--- src/rtl/vend_pkg.sv ---
// Shared types and coin encoding for the multi-product vending controller.
// Coin vectors are always ordered {1000, 500, 100, 50}, highest priority first.
package vend_pkg;

  typedef enum logic [2:0] {
    S_IDLE,
    S_MANAGE,
    S_CREDIT,
    S_SELECTED,
    S_MAKING,
    S_SERVE,
    S_CHANGE
  } state_e;

  localparam int COIN_W = 5;

  localparam logic [COIN_W-1:0] UNIT_50   = 5'd1;
  localparam logic [COIN_W-1:0] UNIT_100  = 5'd2;
  localparam logic [COIN_W-1:0] UNIT_500  = 5'd10;
  localparam logic [COIN_W-1:0] UNIT_1000 = 5'd20;

  localparam int C50   = 0;
  localparam int C100  = 1;
  localparam int C500  = 2;
  localparam int C1000 = 3;

  // Keep only the most valuable coin of a same-cycle burst.
  function automatic logic [3:0] coin_pick(input logic [3:0] c);
    logic [3:0] r;
    r = 4'b0000;
    if (c[C1000])     r[C1000] = 1'b1;
    else if (c[C500]) r[C500]  = 1'b1;
    else if (c[C100]) r[C100]  = 1'b1;
    else if (c[C50])  r[C50]   = 1'b1;
    return r;
  endfunction

  function automatic logic [COIN_W-1:0] coin_units(input logic [3:0] oh);
    logic [COIN_W-1:0] u;
    u = '0;
    if (oh[C1000])     u = UNIT_1000;
    else if (oh[C500]) u = UNIT_500;
    else if (oh[C100]) u = UNIT_100;
    else if (oh[C50])  u = UNIT_50;
    return u;
  endfunction

endpackage

--- src/rtl/vend_change_dispenser.sv ---
// Greedy change selector: picks the largest coin not exceeding the credit
// and reports it as a one-hot eject vector plus the amount to subtract.
module vend_change_dispenser
  import vend_pkg::*;
#(
  parameter int SUM_W = 8
) (
  input  logic [SUM_W-1:0] sum_i,
  output logic [3:0]       eject_o,
  output logic [SUM_W-1:0] sub_o
);

  logic [SUM_W+COIN_W-1:0] sum_x;

  assign sum_x = {{COIN_W{1'b0}}, sum_i};

  always_comb begin
    eject_o = 4'b0000;
    if (sum_x >= (SUM_W+COIN_W)'(UNIT_1000))     eject_o[C1000] = 1'b1;
    else if (sum_x >= (SUM_W+COIN_W)'(UNIT_500)) eject_o[C500]  = 1'b1;
    else if (sum_x >= (SUM_W+COIN_W)'(UNIT_100)) eject_o[C100]  = 1'b1;
    else if (sum_x >= (SUM_W+COIN_W)'(UNIT_50))  eject_o[C50]   = 1'b1;
  end

  assign sub_o = SUM_W'(coin_units(eject_o));

endmodule

--- src/rtl/vend_core_multi.sv ---
// Multi-product vending controller: coin credit, programmable prices and
// stock, brewer handshake and one-coin-per-cycle greedy change return.
//
// state      | meaning
// S_IDLE     | no credit, waiting for a coin or Manage
// S_MANAGE   | operator programming prices / refilling stock
// S_CREDIT   | credit held, waiting for a valid selection or Return
// S_SELECTED | product latched, waiting for Start
// S_MAKING   | brewer running until Done
// S_SERVE    | product at outlet until TakeOut
// S_CHANGE   | ejecting one coin per cycle until credit is zero
module vend_core_multi
  import vend_pkg::*;
#(
  parameter int N_PROD  = 4,
  parameter int SUM_W   = 8,
  parameter int STOCK_W = 4
) (
  input  logic                      CLK,
  input  logic                      RST,
  input  logic                      Coin50,
  input  logic                      Coin100,
  input  logic                      Coin500,
  input  logic                      Coin1000,
  input  logic [N_PROD-1:0]         Sel,
  input  logic                      Start,
  input  logic                      Done,
  input  logic                      TakeOut,
  input  logic                      Return,
  input  logic                      Manage,
  input  logic                      Confirm,
  input  logic [$clog2(N_PROD)-1:0] PriceIdx,
  input  logic [SUM_W-1:0]          PriceIn,
  output logic                      Return50,
  output logic                      Return100,
  output logic                      Return500,
  output logic                      Return1000,
  output logic                      Making,
  output logic                      Coffee,
  output logic [SUM_W-1:0]          Sum,
  output logic [N_PROD-1:0]         SelOut,
  output logic [N_PROD-1:0]         SoldOut
);

  localparam int IDX_W = $clog2(N_PROD);
  localparam logic [STOCK_W-1:0] STOCK_MAX = {STOCK_W{1'b1}};

  state_e               state_q;
  logic [SUM_W-1:0]     sum_q;
  logic [N_PROD-1:0]    sel_q;
  logic [IDX_W-1:0]     sel_idx_q;
  logic [3:0]           ret_q;
  logic                 making_q;
  logic                 coffee_q;

  logic [SUM_W-1:0]     price_q [N_PROD];
  logic [STOCK_W-1:0]   stock_q [N_PROD];
  logic [N_PROD-1:0]    sold_q;

  logic [3:0]           coin_oh;
  logic                 coin_en;
  logic [SUM_W:0]       sum_ext;
  logic                 coin_take;
  logic                 coin_rej;
  logic [SUM_W-1:0]     sum_coin_d;
  logic [IDX_W-1:0]     sel_idx;
  logic                 sel_ok;
  logic                 vend_go;
  logic                 cfg_wr;
  logic [3:0]           chg_eject;
  logic [SUM_W-1:0]     chg_sub;

  vend_change_dispenser #(.SUM_W(SUM_W)) u_change (
    .sum_i   (sum_q),
    .eject_o (chg_eject),
    .sub_o   (chg_sub)
  );

  assign coin_oh = coin_pick({Coin1000, Coin500, Coin100, Coin50});
  assign coin_en = ((state_q == S_IDLE) && !Manage) ||
                   (state_q == S_CREDIT) || (state_q == S_SELECTED);
  assign sum_ext = {1'b0, sum_q} + (SUM_W+1)'(coin_units(coin_oh));

  // The extra carry bit flags a coin that would wrap the credit register.
  assign coin_take  = coin_en && (|coin_oh) && !sum_ext[SUM_W];
  assign coin_rej   = coin_en && (|coin_oh) &&  sum_ext[SUM_W];
  assign sum_coin_d = coin_take ? sum_ext[SUM_W-1:0] : sum_q;

  always_comb begin
    sel_idx = '0;
    for (int i = 0; i < N_PROD; i++) begin
      if (Sel[i]) sel_idx = IDX_W'(i);
    end
  end

  assign sel_ok  = $onehot(Sel) && !sold_q[sel_idx] && (price_q[sel_idx] <= sum_q);
  assign vend_go = (state_q == S_SELECTED) && Start && !Return;
  assign cfg_wr  = (state_q == S_MANAGE) && Confirm && (int'(PriceIdx) < N_PROD);

  always_ff @(posedge CLK or posedge RST) begin
    if (RST) begin
      for (int i = 0; i < N_PROD; i++) begin
        price_q[i] <= '0;
        stock_q[i] <= '0;
      end
      sold_q <= '1;
    end else begin
      if (cfg_wr) begin
        price_q[PriceIdx] <= PriceIn;
        stock_q[PriceIdx] <= STOCK_MAX;
        sold_q[PriceIdx]  <= (PriceIn == '0);
      end
      if (vend_go) begin
        stock_q[sel_idx_q] <= stock_q[sel_idx_q] - STOCK_W'(1);
        sold_q[sel_idx_q]  <= (stock_q[sel_idx_q] == STOCK_W'(1));
      end
    end
  end

  always_ff @(posedge CLK or posedge RST) begin
    if (RST) begin
      state_q   <= S_IDLE;
      sum_q     <= '0;
      sel_q     <= '0;
      sel_idx_q <= '0;
      ret_q     <= '0;
      making_q  <= 1'b0;
      coffee_q  <= 1'b0;
    end else begin
      ret_q <= coin_rej ? coin_oh : 4'b0000;
      case (state_q)
        S_IDLE: begin
          if (Manage) begin
            state_q <= S_MANAGE;
          end else if (coin_take) begin
            sum_q   <= sum_coin_d;
            state_q <= S_CREDIT;
          end
        end
        S_MANAGE: begin
          if (Manage) state_q <= S_IDLE;
        end
        S_CREDIT: begin
          sum_q <= sum_coin_d;
          if (Return) begin
            state_q <= (sum_coin_d == '0) ? S_IDLE : S_CHANGE;
          end else if (sel_ok) begin
            sel_q     <= Sel;
            sel_idx_q <= sel_idx;
            state_q   <= S_SELECTED;
          end
        end
        S_SELECTED: begin
          if (Return) begin
            sum_q   <= sum_coin_d;
            sel_q   <= '0;
            state_q <= (sum_coin_d == '0) ? S_IDLE : S_CHANGE;
          end else if (Start) begin
            sum_q    <= sum_coin_d - price_q[sel_idx_q];
            making_q <= 1'b1;
            state_q  <= S_MAKING;
          end else begin
            sum_q <= sum_coin_d;
            if (sel_ok) begin
              sel_q     <= Sel;
              sel_idx_q <= sel_idx;
            end
          end
        end
        S_MAKING: begin
          if (Done) begin
            making_q <= 1'b0;
            coffee_q <= 1'b1;
            state_q  <= S_SERVE;
          end
        end
        S_SERVE: begin
          if (TakeOut) begin
            coffee_q <= 1'b0;
            sel_q    <= '0;
            state_q  <= (sum_q != '0) ? S_CREDIT : S_IDLE;
          end
        end
        S_CHANGE: begin
          ret_q <= chg_eject;
          sum_q <= sum_q - chg_sub;
          if (sum_q == chg_sub) state_q <= S_IDLE;
        end
        default: state_q <= S_IDLE;
      endcase
    end
  end

  assign Return50   = ret_q[C50];
  assign Return100  = ret_q[C100];
  assign Return500  = ret_q[C500];
  assign Return1000 = ret_q[C1000];
  assign Making     = making_q;
  assign Coffee     = coffee_q;
  assign Sum        = sum_q;
  assign SelOut     = sel_q;
  assign SoldOut    = sold_q;

endmodule

--- config.mk ---
export PLATFORM = sky130hd
export DESIGN_NAME = vend_core_multi
export DESIGN_NICKNAME = d
export VERILOG_FILES = /design/src/rtl/vend_pkg.sv /design/src/rtl/vend_change_dispenser.sv /design/src/rtl/vend_core_multi.sv
export SDC_FILE = /design/constraint.sdc
export NUM_CORES = 1
export LEC_CHECK = 0
export ABC_AREA = 1
export CAP_MARGIN = 0
export CORE_MARGIN = 2
export CORE_UTILIZATION = 45
export CTS_CLUSTER_SIZE = 14
export DETAILED_ROUTE_END_ITERATION = 16
export PLACE_DENSITY = 0.76
export SYNTH_ARGS = -nofsm -noshare
export SYNTH_HDL_FRONTEND = slang
export SYNTH_SLANG_ARGS = --single-unit
export TNS_END_PERCENT = 5
--- constraint.sdc ---
create_clock -name CLK -period 6.6 [get_ports CLK]
set_clock_uncertainty 0.05 [all_clocks]
set_input_delay 0.99 -clock CLK [delete_from_list [all_inputs] [get_ports CLK]]
set_output_delay 0.99 -clock CLK [all_outputs]
set_load 0.02 [all_outputs]
## Word-level counts from Yosys, hierarchy flattened

Index checks and enable logic that the tools add are counted.

| word-level totals | value |
|---|---|
| register bits after elaboration | 75 |
| bits of input ports | 26 |
| output and inout bits | 22 |
| logic and storage cells | 193 |

| cells by class | value |
|---|---|
| add/subtract/negate cells | 7 |
| magnitude comparators | 15 |
| eq/ne operators | 23 |
| multiplexer cells | 93 |
| bitwise gates (word level) | 4 |
| reduce and logical (&&, ||, !) cells | 35 |

Operators with widths:

| operator | number |
|---|---|
| $mux W8 | 10 |
| $mux W4 | 14 |
| $mux W3 | 13 |
| $bmux W8 S2 | 2 |
| $bwmux W32 | 1 |
| $mux W16 | 2 |
| $pmux W8 S4 | 1 |
| $mux W1 | 21 |
| $pmux W3 S7 | 1 |
| $mux W2 | 10 |
| $mux W5 | 4 |
| $ne A2 B2 Y1 const B | 10 |
| $bwmux W16 | 1 |
| $demux W4 S2 | 2 |
| $demux W8 S2 | 1 |
| $logic_not A8 Y1 | 2 |
| $or A16 B16 Y16 | 1 |
| $logic_and A1 B1 Y1 | 13 |
| $ne A3 B3 Y1 const B | 4 |
| $pmux W4 S3 | 1 |
| $reduce_and A4 Y1 | 3 |
| $add A8 B5 Y9 | 1 |
| $eq A3 B3 Y1 const B | 3 |
| $ge A3 B3 Y1 const B | 3 |
| other kinds (34) | 53 |

## Logic depth before layout (Yosys ltp)

| depth | value |
|---|---|
| depth after elaboration | 16 |
| mapped depth | 25 |
| gate-level depth less buffers | 24 |

## Modules after synthesis

A second synthesis with hierarchy kept.

| unflattened totals | value |
|---|---|
| cells, all modules | 782 |
| area total of the unflattened synthesis | 5560.3 um2 |

Modules (own cells, without submodules):

| module | times used | cells each | area an instance (um2) | seq. area each (um2) |
|---|---|---|---|---|
| vend_core_multi | 1 | 749 | 5398.9 | 1881.8 |
| vend_change_dispenser | 1 | 33 | 161.4 | 0.0 |

## Worst setup path after synthesis

Ideal clock, no wire load.

| timing | value |
|---|---|
| path type | input-to-reg |
| from | input Coin500 |
| to | register sum_q[5] (netlist: Sum[5]) |
| library setup time | 0.130 ns |
| data arrival time | 3.858 ns |
| data required time | 6.420 ns |
| path slack | 2.562 ns |
| stages | 23 |
| buffers on the path | 1 |
| path through | inv_1 nand3b_1 nor2_1 ha_1 fa_1 nand3_1 nand3_1 nand2_1 nand2_1 nor2_4 buf_6 nand2_1 nand2_2 inv_1 ha_1 nand2_1 o21ai_0 a21oi_1 o21ai_0 xor2_1 nand2_1 o211ai_1 nand3_1 |

| between the ends | value |
|---|---|
| word-level cells in the longest chain between the ends | 14 |
| elaborated cells between the ends (all ways) | 21 |
| classes of those cells | add/sub (2); eq/ne (1); mux (13); reduce/logical (5) |

RTL lines:

| item | RTL line | text |
|---|---|---|
| from (decl) | vend_core_multi.sv:23 | `input logic Coin500,` |
| $mux W2 | vend_pkg.sv:32 | `else if (c[C500]) r[C500] = 1'b1;` |
| $mux W3 * | vend_pkg.sv:31 | `if (c[C1000]) r[C1000] = 1'b1;` |
| $mux W1 | vend_pkg.sv:44 | `else if (oh[C50]) u = UNIT_50;` |
| $mux W2 | vend_pkg.sv:43 | `else if (oh[C100]) u = UNIT_100;` |
| $mux W4 | vend_pkg.sv:42 | `else if (oh[C500]) u = UNIT_500;` |
| $mux W5 | vend_pkg.sv:41 | `if (oh[C1000]) u = UNIT_1000;` |
| $add A8 B5 Y9 | vend_core_multi.sv:82 | `assign sum_ext = {1'b0, sum_q} + (SUM_W+1)'(coin_units(coin_oh));` |
| $logic_not A1 Y1 | vend_core_multi.sv:85 | `assign coin_take = coin_en && (\|coin_oh) && !sum_ext[SUM_W];` |
| $logic_and A1 B1 Y1 | vend_core_multi.sv:85 |  |
| $mux W8 | vend_core_multi.sv:87 | `assign sum_coin_d = coin_take ? sum_ext[SUM_W-1:0] : sum_q;` |
| $sub A8 B8 Y8 | vend_core_multi.sv:159 | `sum_q <= sum_coin_d - price_q[sel_idx_q];` |
| $mux W8 | vend_core_multi.sv:158 | `end else if (Start) begin` |
| $mux W8 | vend_core_multi.sv:154 | `if (Return) begin` |
| $pmux W8 S4 | vend_core_multi.sv:131 | `case (state_q)` |
| to (signal assigned) | vend_core_multi.sv:155 | `sum_q <= sum_coin_d;` |
| to (signal assigned) | vend_core_multi.sv:159 |  |
| to (signal assigned) | vend_core_multi.sv:163 | `sum_q <= sum_coin_d;` |
| to (decl) | vend_core_multi.sv:49 | `logic [SUM_W-1:0] sum_q;` |

Every way passes the cells marked *; elsewhere a longest branch is shown, timed or not. The select of a mux whose other input is x is not followed.
A chain may end at the register's enable or synchronous reset.

## Final worst setup path

Same ends and word-level chain as after synthesis.

==> impl_metrics.tcl <==
set metrics [dict create \
    yosysSeqAreaShare_pct 35.5 \
    grt_pass1_wl_um 23200 \
    fmaxAchievable_mhz 216 \
    cts-resized-gates 0 \
    cts_buffers 9 \
    post-route-period-util_pct 70.2 \
    slew_headroom_pct 35.6 \
    antenna-diode-count 0 \
    synth_seq_cells 75 \
    cts_max_level 3 \
    synthTopCellsByCount "nand2_1 (173), inv_1 (106), o21ai_0 (74)" \
    critPathMaxStageDelay_ns 0.48 \
    power.total_uw 3400 \
    slew_viol_final 0 \
    clk_pin_slew_ns 0.06 \
    grt_overflow 0 \
    vias_per_cell 5.44 \
    grt_max_degree 76 \
    powerDensity_mw_per_mm2 551 \
    hold_path_depth 2 \
    clock_latency_ns 0.35 \
    root_buffer "clkbuf_16" \
    synthCells 725 \
    slowest_stage "clkdlybuf4s50_1" \
    drive_gt1_share_pct 7.86 \
    ys.flop_type "dfrtp_1" \
    required_ns 6.78 \
    grt_pass1_vias 4694 \
    r2r_cells 19 \
    via_count 4996 \
    status "finished clean" \
    p_leak_uw 0.00296 \
    post_cts_buffers 0 \
    post-route-min-period_ns 4.64 \
    syn_to_final_growth_pct 16.5 \
    rows 39 \
    wl_met2_um 6340 \
    setup_ws_ns 1.96 \
    synth_edf_count 0 \
    drt-met1-wl_um 6310 \
    start_kind "input port" \
    wl_met3_um 893 \
    critical_path.most_common_cell "nand2_1" \
    r2r_end "Sum[5]" \
    worstMarginPinSlew_ns 0.967 \
    r2r-start "Sum[0]" \
    cap_violations 0 \
    antenna_left 0 \
    syn_area_mm2 0.00530 \
    layout.nets 830 \
    dp_hpwl_um 10500 \
    setup_viol_count_final 0 \
    ys_async_sr_fraction_pct 100 \
    core_mm2 0.0115 \
    hold_viol 0 \
    r2r_setup_slack_ns 2.78 \
    cts.path.max_buffers 2 \
    critical_path_class "in2reg" \
    drt_iter0_drc 414 \
    die_w_um 113 \
    dr.pass1.iters 5 \
    gp_congestion 0.927 \
    die_area_mm2 0.0127 \
    pin_count 48 \
    peakVddDrop_v 0.000233 \
    grt_setup_unrepaired "no" \
    crit_chain "clkdlybuf4s50_1 > inv_1 > nand3b_1 > nor2_1 > ha_1 > fa_1 > nand3_1 > nand3_1 > nand2_1 > nand2_1 > nor2_4 > nand2_1 > nand2_2 > inv_1 > ha_1 > nand2_1 > o21ai_0 > a21oi_1 > o21ai_0 > xor2_1 > nand2_1 > o211ai_1 > nand3_1" \
    worstPathArrival_ns 4.82 \
    die_h_um 113 \
    synth_cell_types 52 \
    wl_per_cell_um 15.0 \
    wl_um 13800 \
    endpoint_kind "flop" \
    initial_core_util_pct 46.2 \
    clkSinkCount 75 \
    cp_max_fo 11 \
    syn_avg_cell_area_um2 7.31 \
    synthDominantCellAreaShare_pct 33.5 \
    synth.most_common_cell "nand2_1" \
    pre_cts_ws_ns 1.66 \
    cts_tree "done" \
    synth_fp_nets 784 \
    hp-class "reg2reg" \
    min_to "price_q[21]" \
    yosysTopAreaCell "dfrtp_1" \
    top_layer "met4" \
    yosysWarnings 0 \
    final.setup.tns_ns 0 \
    synthTopCellsByArea "dfrtp_1 (34%), nand2_1 (12%), inv_1 (7.5%), o21ai_0 (7.0%), ha_1 (6.8%)" \
    io_buffers 47 \
    drc 0 \
    antenna_found_initial 0 \
    hold_buffers 0 \
    hold_start "price_q[21]" \
    grt_usage_pct 23.0 \
]
worst max-delay path, delay by kind of cell:
| kind | cells | cell delay (ns) |
|---|---|---|
| xor gates and xnor gates | 1 | 0.16 |
| buffers and inverters | 3 | 0.62 |
| and+or+nand+nor | 12 | 1.23 |
| adders and majority gates | 3 | 0.99 |
| AOI/OAI and AO/OA | 4 | 0.83 |
cell families (layout without fill, tap and decap cells):
family	Yosys count	in the layout	share of synthesized area (%)
AO/OA/AOI/OAI	170	170	19.9
XOR/XNOR	9	9	1.49
adder cells (fa/ha/maj)	33	33	8.36
buffers and inverters	132	183	9.87
flip-flops	75	75	35.5
AND/OR/NAND/NOR	306	306	24.9
placed cells by master, fill, tap and decap left out, types with 24 or more instances in the layout:
cell | Yosys | layout
nand2_1 | 173 | 173
inv_1 | 106 | 105
o21ai_0 | 74 | 74
dfrtp_1 | 71 | 71
nor2_1 | 59 | 59
clkdlybuf4s50_1 | 0 | 47
nand3_1 | 35 | 35
ha_1 | 29 | 29
a21oi_1 | 28 | 28
o22ai_1 | 24 | 24
worst max-delay path by stage:
stage / start / to / depth (start not counted)
after floorplan: Coin500 / Sum[5] / 23
after global placement: Coin500 / Sum[5] / 23
after detailed placement: Coin500 / Sum[5] / 23
after CTS: Coin500 / Sum[5] / 23
after global routing: Coin500 / Sum[5] / 23
final: Coin500 / Sum[5] / 23
through the flow:
stage,cells,hold slack [ns],util (%),cell area [um2]
6_report,919,0.436,53.8,6170
5_1_grt,919,0.473,53.8,6170
4_1_cts,919,0.441,53.8,6170
3_5_place_dp,903,0.426,51.3,5880
3_3_place_gp,903,0.417,51.3,5880
2_1_floorplan,725,0.403,-,5300
layer usage:
metal / vias up / GRT usage [%]
li1: 2501 / -
met1: 2304 / 31.8
met2: 173 / 35.7
met3: 18 / 4.54
met4: 0 / 9.02
met5: - / 0
registers in the layout, summed over array words and instances, names as in the netlist:
| register | cells |
|---|---|
| Coffee | 1 |
| stock_q | 16 |
| sel_idx_q | 2 |
| SoldOut | 4 |
| price_q | 32 |
| Making | 1 |
| state_q | 3 |
| SelOut | 4 |
| Sum | 8 |
| ret_q | 4 |
final cells by class:
cell class	count	area (um2)
inverters	119	449
clock inverters	5	36.3
multi-input cells	518	2900
repair buffers	48	478
clock buffers	11	253
well taps	143	179
fillers	1103	5300
flip-flops and latches	75	1880
report_power, final:
| part | total (uW) | internal [uW] | switching, uW |
|---|---|---|---|
| registers | 907 | 685 | 222 |
| clock network | 481 | 276 | 206 |
| logic | 2010 | 775 | 1240 |
| total | 3400 | 1740 | 1660 |
(Power assumes the default switching activity.)
